==> config.mk <==
export PLATFORM = sky130hd
export DESIGN_NAME = irq_vector_ctrl_flat
export DESIGN_NICKNAME = d
export VERILOG_FILES = /design/src/rtl/irq_vector_ctrl_if.sv /design/src/rtl/irq_vector_ctrl.sv /design/src/flat_wrapper.sv
export SDC_FILE = /design/constraint.sdc
export NUM_CORES = 1
export LEC_CHECK = 0
export CAP_MARGIN = 15
export CELL_PAD_IN_SITES_DETAIL_PLACEMENT = 1
export CELL_PAD_IN_SITES_GLOBAL_PLACEMENT = 1
export CORE_MARGIN = 1
export CORE_UTILIZATION = 36
export CTS_CLUSTER_SIZE = 40
export DETAILED_ROUTE_END_ITERATION = 10
export HOLD_SLACK_MARGIN = 0.03
export PLACE_DENSITY = 0.83
export RECOVER_POWER = 50
export SYNTH_ARGS = -nofsm -noshare
export SYNTH_HDL_FRONTEND = slang
export SYNTH_SLANG_ARGS = --single-unit
export TNS_END_PERCENT = 10
==> constraint.sdc <==
create_clock -name clk -period 1.9 [get_ports clk]
set_input_delay 0.285 -clock clk [delete_from_list [all_inputs] [get_ports clk]]
set_output_delay 0.285 -clock clk [all_outputs]
set_load 0.02 [all_outputs]
==> src/rtl/irq_vector_ctrl_if.sv <==
// Bus bundle between the interrupt controller and the CPU's PC next-address mux.
// The slave side is the controller; the master side is the CPU / request sources.
// Widths follow N_IRQ (request lines) and PC_W (program counter).
interface irq_vector_ctrl_if #(
   parameter int N_IRQ = 4,
   parameter int PC_W  = 10
);
   localparam int ID_W = (N_IRQ > 1) ? $clog2(N_IRQ) : 1;

   // Request side
   logic [N_IRQ-1:0] irq_in;
   logic             mask_we;
   logic [N_IRQ-1:0] mask_wd;

   // CPU side
   logic [PC_W-1:0]  pc_next;
   logic             reti;
   logic             take;
   logic [PC_W-1:0]  vec_out;
   logic [PC_W-1:0]  ret_addr;

   // Status
   logic             active;
   logic [ID_W-1:0]  active_id;
   logic [N_IRQ-1:0] pending_q;
   logic [N_IRQ-1:0] mask_q;

   modport master (
      output irq_in, mask_we, mask_wd, pc_next, reti,
      input  take, vec_out, ret_addr, active, active_id, pending_q, mask_q
   );

   modport slave (
      input  irq_in, mask_we, mask_wd, pc_next, reti,
      output take, vec_out, ret_addr, active, active_id, pending_q, mask_q
   );
endinterface

==> src/rtl/irq_vector_ctrl.sv <==
// Priority interrupt controller in front of the PC register; optional nesting via macro IRQ_NEST_EN.
// Latency: irq_in rise -> pending_q at 3rd edge, pending&unmasked -> take 1 edge later, take lasts 1 cycle.
// No backpressure: requests stay latched in pending_q until serviced; nothing is ever dropped.
module irq_vector_ctrl #(
   parameter int              N_IRQ      = 4,
   parameter int              PC_W       = 10,
   parameter logic [PC_W-1:0] VEC_BASE   = 10'h3C0,
   parameter int              VEC_STRIDE = 4,
   parameter int              NEST_DEPTH = 4
) (
   input  logic             clk,
   input  logic             reset,
   irq_vector_ctrl_if.slave bus
);

   localparam int ID_W = (N_IRQ > 1) ? $clog2(N_IRQ) : 1;

`ifdef IRQ_NEST_EN
   localparam bit NEST_EN = 1'b1;
`else
   localparam bit NEST_EN = 1'b0;
`endif

   // Without nesting the return "stack" collapses to the single return register.
   localparam int STK_D = (NEST_EN && NEST_DEPTH > 1) ? NEST_DEPTH : 1;
   localparam int SP_W  = $clog2(STK_D + 1);

   typedef enum logic [1:0] {
      IDLE    = 2'd0,
      TAKE    = 2'd1,
      SERVICE = 2'd2
   } state_t;

   // Synchroniser and request latch
   logic [N_IRQ-1:0] sync1_q;
   logic [N_IRQ-1:0] sync2_q;
   logic [N_IRQ-1:0] dly_q;
   logic [N_IRQ-1:0] rise;
   logic [N_IRQ-1:0] pend_q;
   logic [N_IRQ-1:0] pend_d;
   logic [N_IRQ-1:0] msk_q;
   logic [N_IRQ-1:0] msk_d;
   logic [N_IRQ-1:0] clr;

   // Priority selection
   logic [N_IRQ-1:0] cand;
   logic [N_IRQ-1:0] sel;
   logic             sel_vld;
   logic [ID_W-1:0]  sel_id;
   logic [PC_W-1:0]  vec_d;
   logic             preempt;

   // Control state and registered outputs
   state_t           state_q;
   logic             take_q;
   logic [PC_W-1:0]  vec_q;
   logic [ID_W-1:0]  take_id_q;
   logic             active_q;

   // Return stack: entry 0 is the top, entries at or beyond sp_q are kept zero
   logic [PC_W-1:0]  ret_stk_q [STK_D];
   logic [ID_W-1:0]  id_stk_q  [STK_D];
   logic [SP_W-1:0]  sp_q;

   // Rising-edge detect on the synchronised lines
   always_comb begin
      rise = sync2_q & ~dly_q;
   end

   // Next pending/mask: new edges win over the clear of the bit being taken
   always_comb begin
      clr = '0;
      if (state_q == TAKE) begin
         clr[take_id_q] = 1'b1;
      end
      pend_d = (pend_q & ~clr) | rise;
      msk_d  = bus.mask_we ? bus.mask_wd : msk_q;
   end

   // Synchroniser, edge-detect delay, pending latch and mask register
   always_ff @(posedge clk or posedge reset) begin
      if (reset) begin
         sync1_q <= '0;
         sync2_q <= '0;
         dly_q   <= '0;
         pend_q  <= '0;
         msk_q   <= '0;
      end else begin
         sync1_q <= bus.irq_in;
         sync2_q <= sync1_q;
         dly_q   <= sync2_q;
         pend_q  <= pend_d;
         msk_q   <= msk_d;
      end
   end

   // Lowest set bit of the enabled requests wins; encode its index and vector
   always_comb begin
      cand    = pend_q & msk_q;
      sel     = cand & (~cand + N_IRQ'(1));
      sel_vld = |cand;
      sel_id  = '0;
      for (int i = 0; i < N_IRQ; i++) begin
         if (sel[i]) begin
            sel_id = sel_id | ID_W'(i);
         end
      end
      vec_d = VEC_BASE + PC_W'(sel_id) * PC_W'(VEC_STRIDE);
   end

`ifdef IRQ_NEST_EN
   logic stk_full;

   // Preempt only a strictly lower-priority handler, and only while the stack has room
   always_comb begin
      stk_full = (sp_q == SP_W'(STK_D));
      preempt  = sel_vld && (sel_id < id_stk_q[0]) && !stk_full;
   end
`else
   // Single-level service: requests wait in pending_q until the handler returns
   always_comb begin
      preempt = 1'b0;
   end
`endif

   // Control FSM: take sequencing, return-stack push/pop and registered take/vector outputs
   always_ff @(posedge clk or posedge reset) begin
      if (reset) begin
         state_q   <= IDLE;
         take_q    <= 1'b0;
         vec_q     <= '0;
         take_id_q <= '0;
         active_q  <= 1'b0;
         sp_q      <= '0;
         for (int i = 0; i < STK_D; i++) begin
            ret_stk_q[i] <= '0;
            id_stk_q[i]  <= '0;
         end
      end else begin
         case (state_q)
            IDLE: begin
               // reti has nothing to return from here and is ignored
               if (sel_vld) begin
                  state_q   <= TAKE;
                  take_q    <= 1'b1;
                  vec_q     <= vec_d;
                  take_id_q <= sel_id;
               end
            end

            TAKE: begin
               // Closing edge of the take: PC loads vec_out, so pc_next is the return point.
               // reti and mask writes here cannot cancel the take.
               take_q       <= 1'b0;
               active_q     <= 1'b1;
               sp_q         <= sp_q + SP_W'(1);
               ret_stk_q[0] <= bus.pc_next;
               id_stk_q[0]  <= take_id_q;
               for (int i = 1; i < STK_D; i++) begin
                  ret_stk_q[i] <= ret_stk_q[i-1];
                  id_stk_q[i]  <= id_stk_q[i-1];
               end
               state_q <= SERVICE;
            end

            SERVICE: begin
               if (bus.reti) begin
                  // Return has priority over a coincident preemption; it is re-evaluated next cycle
                  for (int i = 0; i < STK_D - 1; i++) begin
                     ret_stk_q[i] <= ret_stk_q[i+1];
                     id_stk_q[i]  <= id_stk_q[i+1];
                  end
                  ret_stk_q[STK_D-1] <= '0;
                  id_stk_q[STK_D-1]  <= '0;
                  sp_q               <= sp_q - SP_W'(1);
                  if (sp_q == SP_W'(1)) begin
                     state_q  <= IDLE;
                     active_q <= 1'b0;
                  end
               end else if (preempt) begin
                  state_q   <= TAKE;
                  take_q    <= 1'b1;
                  vec_q     <= vec_d;
                  take_id_q <= sel_id;
               end
            end

            default: begin
               state_q <= IDLE;
               take_q  <= 1'b0;
            end
         endcase
      end
   end

   // Outputs: take/vector/active are registered, return address and id come straight off the stack top
   assign bus.take      = take_q;
   assign bus.vec_out   = vec_q;
   assign bus.ret_addr  = ret_stk_q[0];
   assign bus.active    = active_q;
   assign bus.active_id = id_stk_q[0];
   assign bus.pending_q = pend_q;
   assign bus.mask_q    = msk_q;

endmodule

==> src/flat_wrapper.sv <==
// flat-port wrapper written by rule: the top's interface ports become plain ports
module irq_vector_ctrl_flat 
#(
   parameter int              N_IRQ      = 4,
   parameter int              PC_W       = 10,
   parameter logic [PC_W-1:0] VEC_BASE   = 10'h3C0,
   parameter int              VEC_STRIDE = 4,
   parameter int              NEST_DEPTH = 4
)
  (clk, reset, bus_irq_in, bus_mask_we, bus_mask_wd, bus_pc_next, bus_reti, bus_take, bus_vec_out, bus_ret_addr, bus_active, bus_active_id, bus_pending_q, bus_mask_q);
  irq_vector_ctrl_if #(.N_IRQ(N_IRQ), .PC_W(PC_W)) bus_i ();
  input  logic clk;
  input  logic reset;
  input wire logic [$bits(bus_i.irq_in)-1:0] bus_irq_in;
  input wire logic [$bits(bus_i.mask_we)-1:0] bus_mask_we;
  input wire logic [$bits(bus_i.mask_wd)-1:0] bus_mask_wd;
  input wire logic [$bits(bus_i.pc_next)-1:0] bus_pc_next;
  input wire logic [$bits(bus_i.reti)-1:0] bus_reti;
  output wire logic [$bits(bus_i.take)-1:0] bus_take;
  output wire logic [$bits(bus_i.vec_out)-1:0] bus_vec_out;
  output wire logic [$bits(bus_i.ret_addr)-1:0] bus_ret_addr;
  output wire logic [$bits(bus_i.active)-1:0] bus_active;
  output wire logic [$bits(bus_i.active_id)-1:0] bus_active_id;
  output wire logic [$bits(bus_i.pending_q)-1:0] bus_pending_q;
  output wire logic [$bits(bus_i.mask_q)-1:0] bus_mask_q;
  assign bus_i.irq_in = bus_irq_in;
  assign bus_i.mask_we = bus_mask_we;
  assign bus_i.mask_wd = bus_mask_wd;
  assign bus_i.pc_next = bus_pc_next;
  assign bus_i.reti = bus_reti;
  assign bus_take = bus_i.take;
  assign bus_vec_out = bus_i.vec_out;
  assign bus_ret_addr = bus_i.ret_addr;
  assign bus_active = bus_i.active;
  assign bus_active_id = bus_i.active_id;
  assign bus_pending_q = bus_i.pending_q;
  assign bus_mask_q = bus_i.mask_q;
  irq_vector_ctrl #(.N_IRQ(N_IRQ), .PC_W(PC_W), .VEC_BASE(VEC_BASE), .VEC_STRIDE(VEC_STRIDE), .NEST_DEPTH(NEST_DEPTH)) u_core (.clk(clk), .reset(reset), .bus(bus_i));
endmodule
Word level (Yosys, flattened, before mapping)
Cells that the tools add are included.

word-level totals
  flip-flop bits (word level) = 49

cells by class
  $add $sub $neg = 4
  $lt $le $gt $ge = 2
  equality and inequality tests = 5
  mux-type cells = 21
  bitwise gates (word level) = 9
  reduce and logical (&&, ||, !) cells = 9

operator list
  kind                 number
  $pmux 10 s2          1
  $and 4x4->4          4
  $mux 2               6
  $not 4->4            3
  $mux 10              1
  $add 7x5->8 const A  1
  $mux 1               6
  $pmux 1 s2           3
  $pmux 2 s3           1
  $reduce_and 2->1     3
  $reduce_and 3->1     2
  $add 4x1->4 const B  1
  $mux 4               1
  $ne 2x1->1 const B   2
  $or 4x4->4           1
  $pmux 2 s2           1
  $reduce_or 4->1      1
  $lt 2x3->1 const B   1
  $demux 1 s2          1
  $eq 2x1->1 const B   1
  $eq 2x2->1 const B   1
  $ge 2x1->1 const B   1
  $logic_not 2->1      1
  $ne 2x2->1 const B   1
  5 further kinds      5

Logic depth before layout (Yosys ltp)
  depth after elaboration = 8
  mapped depth = 6
  depth with buffers taken out = 3

Least setup slack after synthesis
Ideal clock, no wire load.

  path type = register -> register
  start = register u_core.pend_q[0], in the netlist u_core.bus.pending_q[0]
  end = register u_core.vec_q[8], in the netlist u_core.bus.vec_out[8]
  arrival = 1.104 ns
  path slack = 0.671 ns
  stages on the path, launching flop included = 4
  cell sequence = dfrtp_1 > a22oi_1 > a31oi_4 > or2_1

on the way
  word-level cells in the longest chain between the ends = 8

RTL lines
  what                    RTL line                RTL
  from (decl)             irq_vector_ctrl.sv:39   logic [N_IRQ-1:0] pend_q;
  from (signal assigned)  irq_vector_ctrl.sv:92   pend_q <= pend_d;
  $and 4x4->4 (*)         irq_vector_ctrl.sv:99   cand = pend_q & msk_q;
  $not 4->4               irq_vector_ctrl.sv:100  sel = cand & (~cand + N_IRQ'(1));
  $add 4x1->4             irq_vector_ctrl.sv:100
  $and 4x4->4             irq_vector_ctrl.sv:100
  $mux 1                  irq_vector_ctrl.sv:104  if (sel[i]) begin
  $mux 2 (2 in series)    irq_vector_ctrl.sv:104
  $add 7x5->8             irq_vector_ctrl.sv:108  vec_d = VEC_BASE + PC_W'(sel_id) * PC_W'(VEC_STRIDE);
  to (signal assigned)    irq_vector_ctrl.sv:146  vec_q <= vec_d;
  to (signal assigned)    irq_vector_ctrl.sv:183  vec_q <= vec_d;
  to (decl)               irq_vector_ctrl.sv:56   logic [PC_W-1:0] vec_q;

Every way passes the cells marked *; elsewhere a longest branch is shown, timed or not.
A chain may end at the register's enable or synchronous reset.

Final worst setup path
  start = register u_core.state_q[1]
  end = register u_core.pend_q[2], in the netlist u_core.bus.pending_q[2]

on the way
  word-level cells in the longest chain between the ends = 5

RTL lines
  what                    RTL line                RTL
  from (decl)             irq_vector_ctrl.sv:54   state_t state_q;
  from (signal assigned)  irq_vector_ctrl.sv:129  state_q <= IDLE;
  from (signal assigned)  irq_vector_ctrl.sv:144  state_q <= TAKE;
  from (signal assigned)  irq_vector_ctrl.sv:163  state_q <= SERVICE;
  $eq 2x1->1              irq_vector_ctrl.sv:73   if (state_q == TAKE) begin
  $mux 4                  irq_vector_ctrl.sv:73
  $not 4->4               irq_vector_ctrl.sv:76   pend_d = (pend_q & ~clr) | rise;
  $and 4x4->4             irq_vector_ctrl.sv:76
  $or 4x4->4              irq_vector_ctrl.sv:76
  via u_core.pend_d[2]    irq_vector_ctrl.sv:40   logic [N_IRQ-1:0] pend_d;

The timed path passes the listed nets, and every way through them passes these cells.

==> impl_results.md <==
* Max-slew headroom at 0.348
* Maxcap violations at 0
* Height of the die at 68.2 µm
* Avg Inst Size Synth at 11.5 µm²
* Cell row count at 23
* Hold WS at 357 ps
* Largest area contributor in the netlist: dfrtp_1
* PortBufs at 49
* Later-pin clock latency in the skew report at 290 ps
* Core area at 0.00412 mm²
* Total GRT Usage at 0.170
* Num CTS Buffers at 5
* Synth Warn # at 0
* Root Driver: clkbuf_8
* Post-synth ARST share at 1.00
* Placer's final routability congestion estimate at just over 0.7
* Cells along the critical path: nand2b_1 > o31ai_1 > o21ai_0
* Peak Freq at 0.591 GHz
* Delay-heaviest family, CP: compound AO/OA/AOI/OAI gates
* Worst path arrival time at 1850 ps
* Total gr overflow at 0
* Leakage at about 0.00093 µW
* CTS tree: done
* Vias in the first global route at ~1200
* Yosys cell types at 28
* Die footprint at between 0.004 and 0.005 mm²
* CP required at 2050 ps
* Routed Antenna Nets at 0
* Drt pass-1 iters at 4
* Setup-violating endpoint count in the final report at 0
* Nets at 206
* Total wire length at between 3000 and 4000 µm
* Slowest cell delay on critical path at 510 ps
* Io pins at 54
* Initial antenna violation count at 0
* Fraction of layout cells with a size suffix above 1 at 0.0865
* Min Tclk post-route at 1690 ps
* Remaining DRCs at 0
* Initial Util at 0.383
* Drt first-iter violations at 64
* Multi-input gate area at 444 µm²
* Post-Route Skew at 3.80 ps
* Peak supply drop at 0.807 mV
* EDFF count, synth at 0
* Outcome: finished clean
* Max-slew violations at 0
* Hold WC Path Type: reg2reg
* Synth Register Bits at 40
* Ant diodes at 0
* HPWL Detailed at 2630 µm
* Bufs on Longest Clock Path at 2
* Register area share after synthesis at 0.634
* Final period util at 0.891
* First-pass GRT wire length at 5710 µm
* Top-count cell post-synth: dfrtp_1
* Post-CTS resize count at 0
* Die Wd at 68.2 µm
* Fin. Hold Viols at 0
* DR vias/cell at 4.82
* Startpoint Class: flip-flop
* Area share of the largest cell type after synthesis at 0.634
* Filler Cells Inserted at 444
* Via Count at around 1100
* Post-CTS Setup Repair Bufs at 0
* Buf/Inv on CP at 0
* Mapped Cells at between 100 and 150
* Register Area at 0.00100 mm²
* Power Density at 1670 mW/mm²
* Largest net degree at the start of global routing at between 40 and 50
* CTS Hold Buffers Added at 0
* CTS HTree Levels at 2
* Synthesized cell area at 0.00158 mm²
* CP max FO at 17
* Synth Flop Type: dfrtp_1
* CP endpoint kind: flip-flop
* CTS clock-pin slew for the worst setup and hold paths at 80 ps
* CP max stage cell: nand2b_1
* Synth cell count leaders: dfrtp_1 (40), nor2_1 (16), nand2_1 (12)
* Synth top area cells: dfrtp_1 (63%), buf_4 (4.8%), nor2_1 (3.8%), mux2_2 (2.9%), nand2_1 (2.9%)
* Wire per inst at 15.0 µm
* Unrepaired setup endpoints after global routing: no
* Crit Path Class: reg2reg
* Num Clock Sinks at 40
* Layout area overhead at 36.2%
* Setup TNS at 0 ps
* Slew at the pin closest to its max-slew limit at 978 ps
[metrics by stage]
| stage | instance area (µm²) | power [µW] | setup WS (ps) | util | instances |
|---|---|---|---|---|---|
| after floorplan | 1590 | 2320 | 671 | - | 140 |
| after global routing | 2150 | 3820 | 1.19 | 0.522 | 235 |
| after global placement | 2040 | 2830 | 440 | 0.497 | 227 |
| final | 2150 | 3580 | 207 | 0.522 | 235 |
| after CTS | 2150 | 3620 | 212 | 0.523 | 235 |
| after detailed placement | 2040 | 2940 | 242 | 0.497 | 227 |
[registers in the layout (all words and copies together) (netlist names)]
signal,cells
u_core.bus.take,1
u_core.bus.active,1
u_core.bus.active_id,2
u_core.dly_q,4
u_core.sync1_q,4
u_core.sp_q,1
u_core.bus.vec_out,2
u_core.sync2_q,4
u_core.bus.ret_addr,10
u_core.bus.mask_q,4
u_core.bus.pending_q,4
u_core.take_id_q,1
u_core.state_q,2
[layout by cell type (no fill, tap or decap), types with 2 or more instances in the layout]
master | Yosys | final
clkdlybuf4s50_1 | 0 | 43
dfrtp_1 | 40 | 40
nor2_1 | 16 | 16
nand2_1 | 12 | 12
inv_1 | 8 | 8
a21oi_1 | 7 | 7
nor3_1 | 7 | 7
dlygate4sd3_1 | 0 | 6
clkbuf_8 | 0 | 5
o31ai_1 | 4 | 4
o21ai_0 | 4 | 4
o22ai_1 | 4 | 4
mux2_2 | 4 | 4
conb_1 | 1 | 4
or2_1 | 2 | 2
nand2b_1 | 2 | 2
[final timing paths]
check	start	end	slack, ps	cells past startpoint
worst max-delay path	u_core.state_q[1]	u_core.bus.pending_q[2]	210	3
worst min-delay path	u_core.sync1_q[1]	u_core.sync2_q[1]	360	0
worst max register to register	u_core.state_q[1]	u_core.bus.pending_q[2]	210	3
worst min register to register	u_core.sync1_q[1]	u_core.sync2_q[1]	360	0
max in group asynchronous	reset	u_core.bus.ret_addr[6]	560	3
min in group asynchronous	reset	u_core.sync2_q[2]	730	3
[cell families after synthesis]
| kind of cell | synth area share |
|---|---|
| AO/OA/AOI/OAI | 0.117 |
| XOR/XNOR | 0.00555 |
| flip-flops | 0.634 |
| AND/OR/NAND/NOR | 0.121 |
| multiplexers | 0.0285 |
| other | 0.00238 |
| buffers and inverters | 0.0912 |
[final cells by class]
class                   instances  area share
repair buffers                 51       0.234
clock inverters                 2      0.0163
clock buffers                   6      0.0338
multi-input cells              78       0.207
flip-flops and latches         40       0.466
well taps                      50      0.0291
inverters                       8      0.0140
[power by group]
part           internal [µW]  switching, µW  leakage, µW
Combinational            705            809     0.000417
Clock                    390            293    0.0000552
Sequential              1120            263     0.000462
Total                   2220           1360     0.000934
[metal layers]
metal,up-vias,GRT usage,share of wire
met2,32,0.293,0.53
met5,-,0,0
li1,536,-,-
met3,5,0.0383,0.038
met4,0,0.0651,0.0094
met1,559,0.204,0.42
Note: power is estimated with default switching activity, not from simulation.
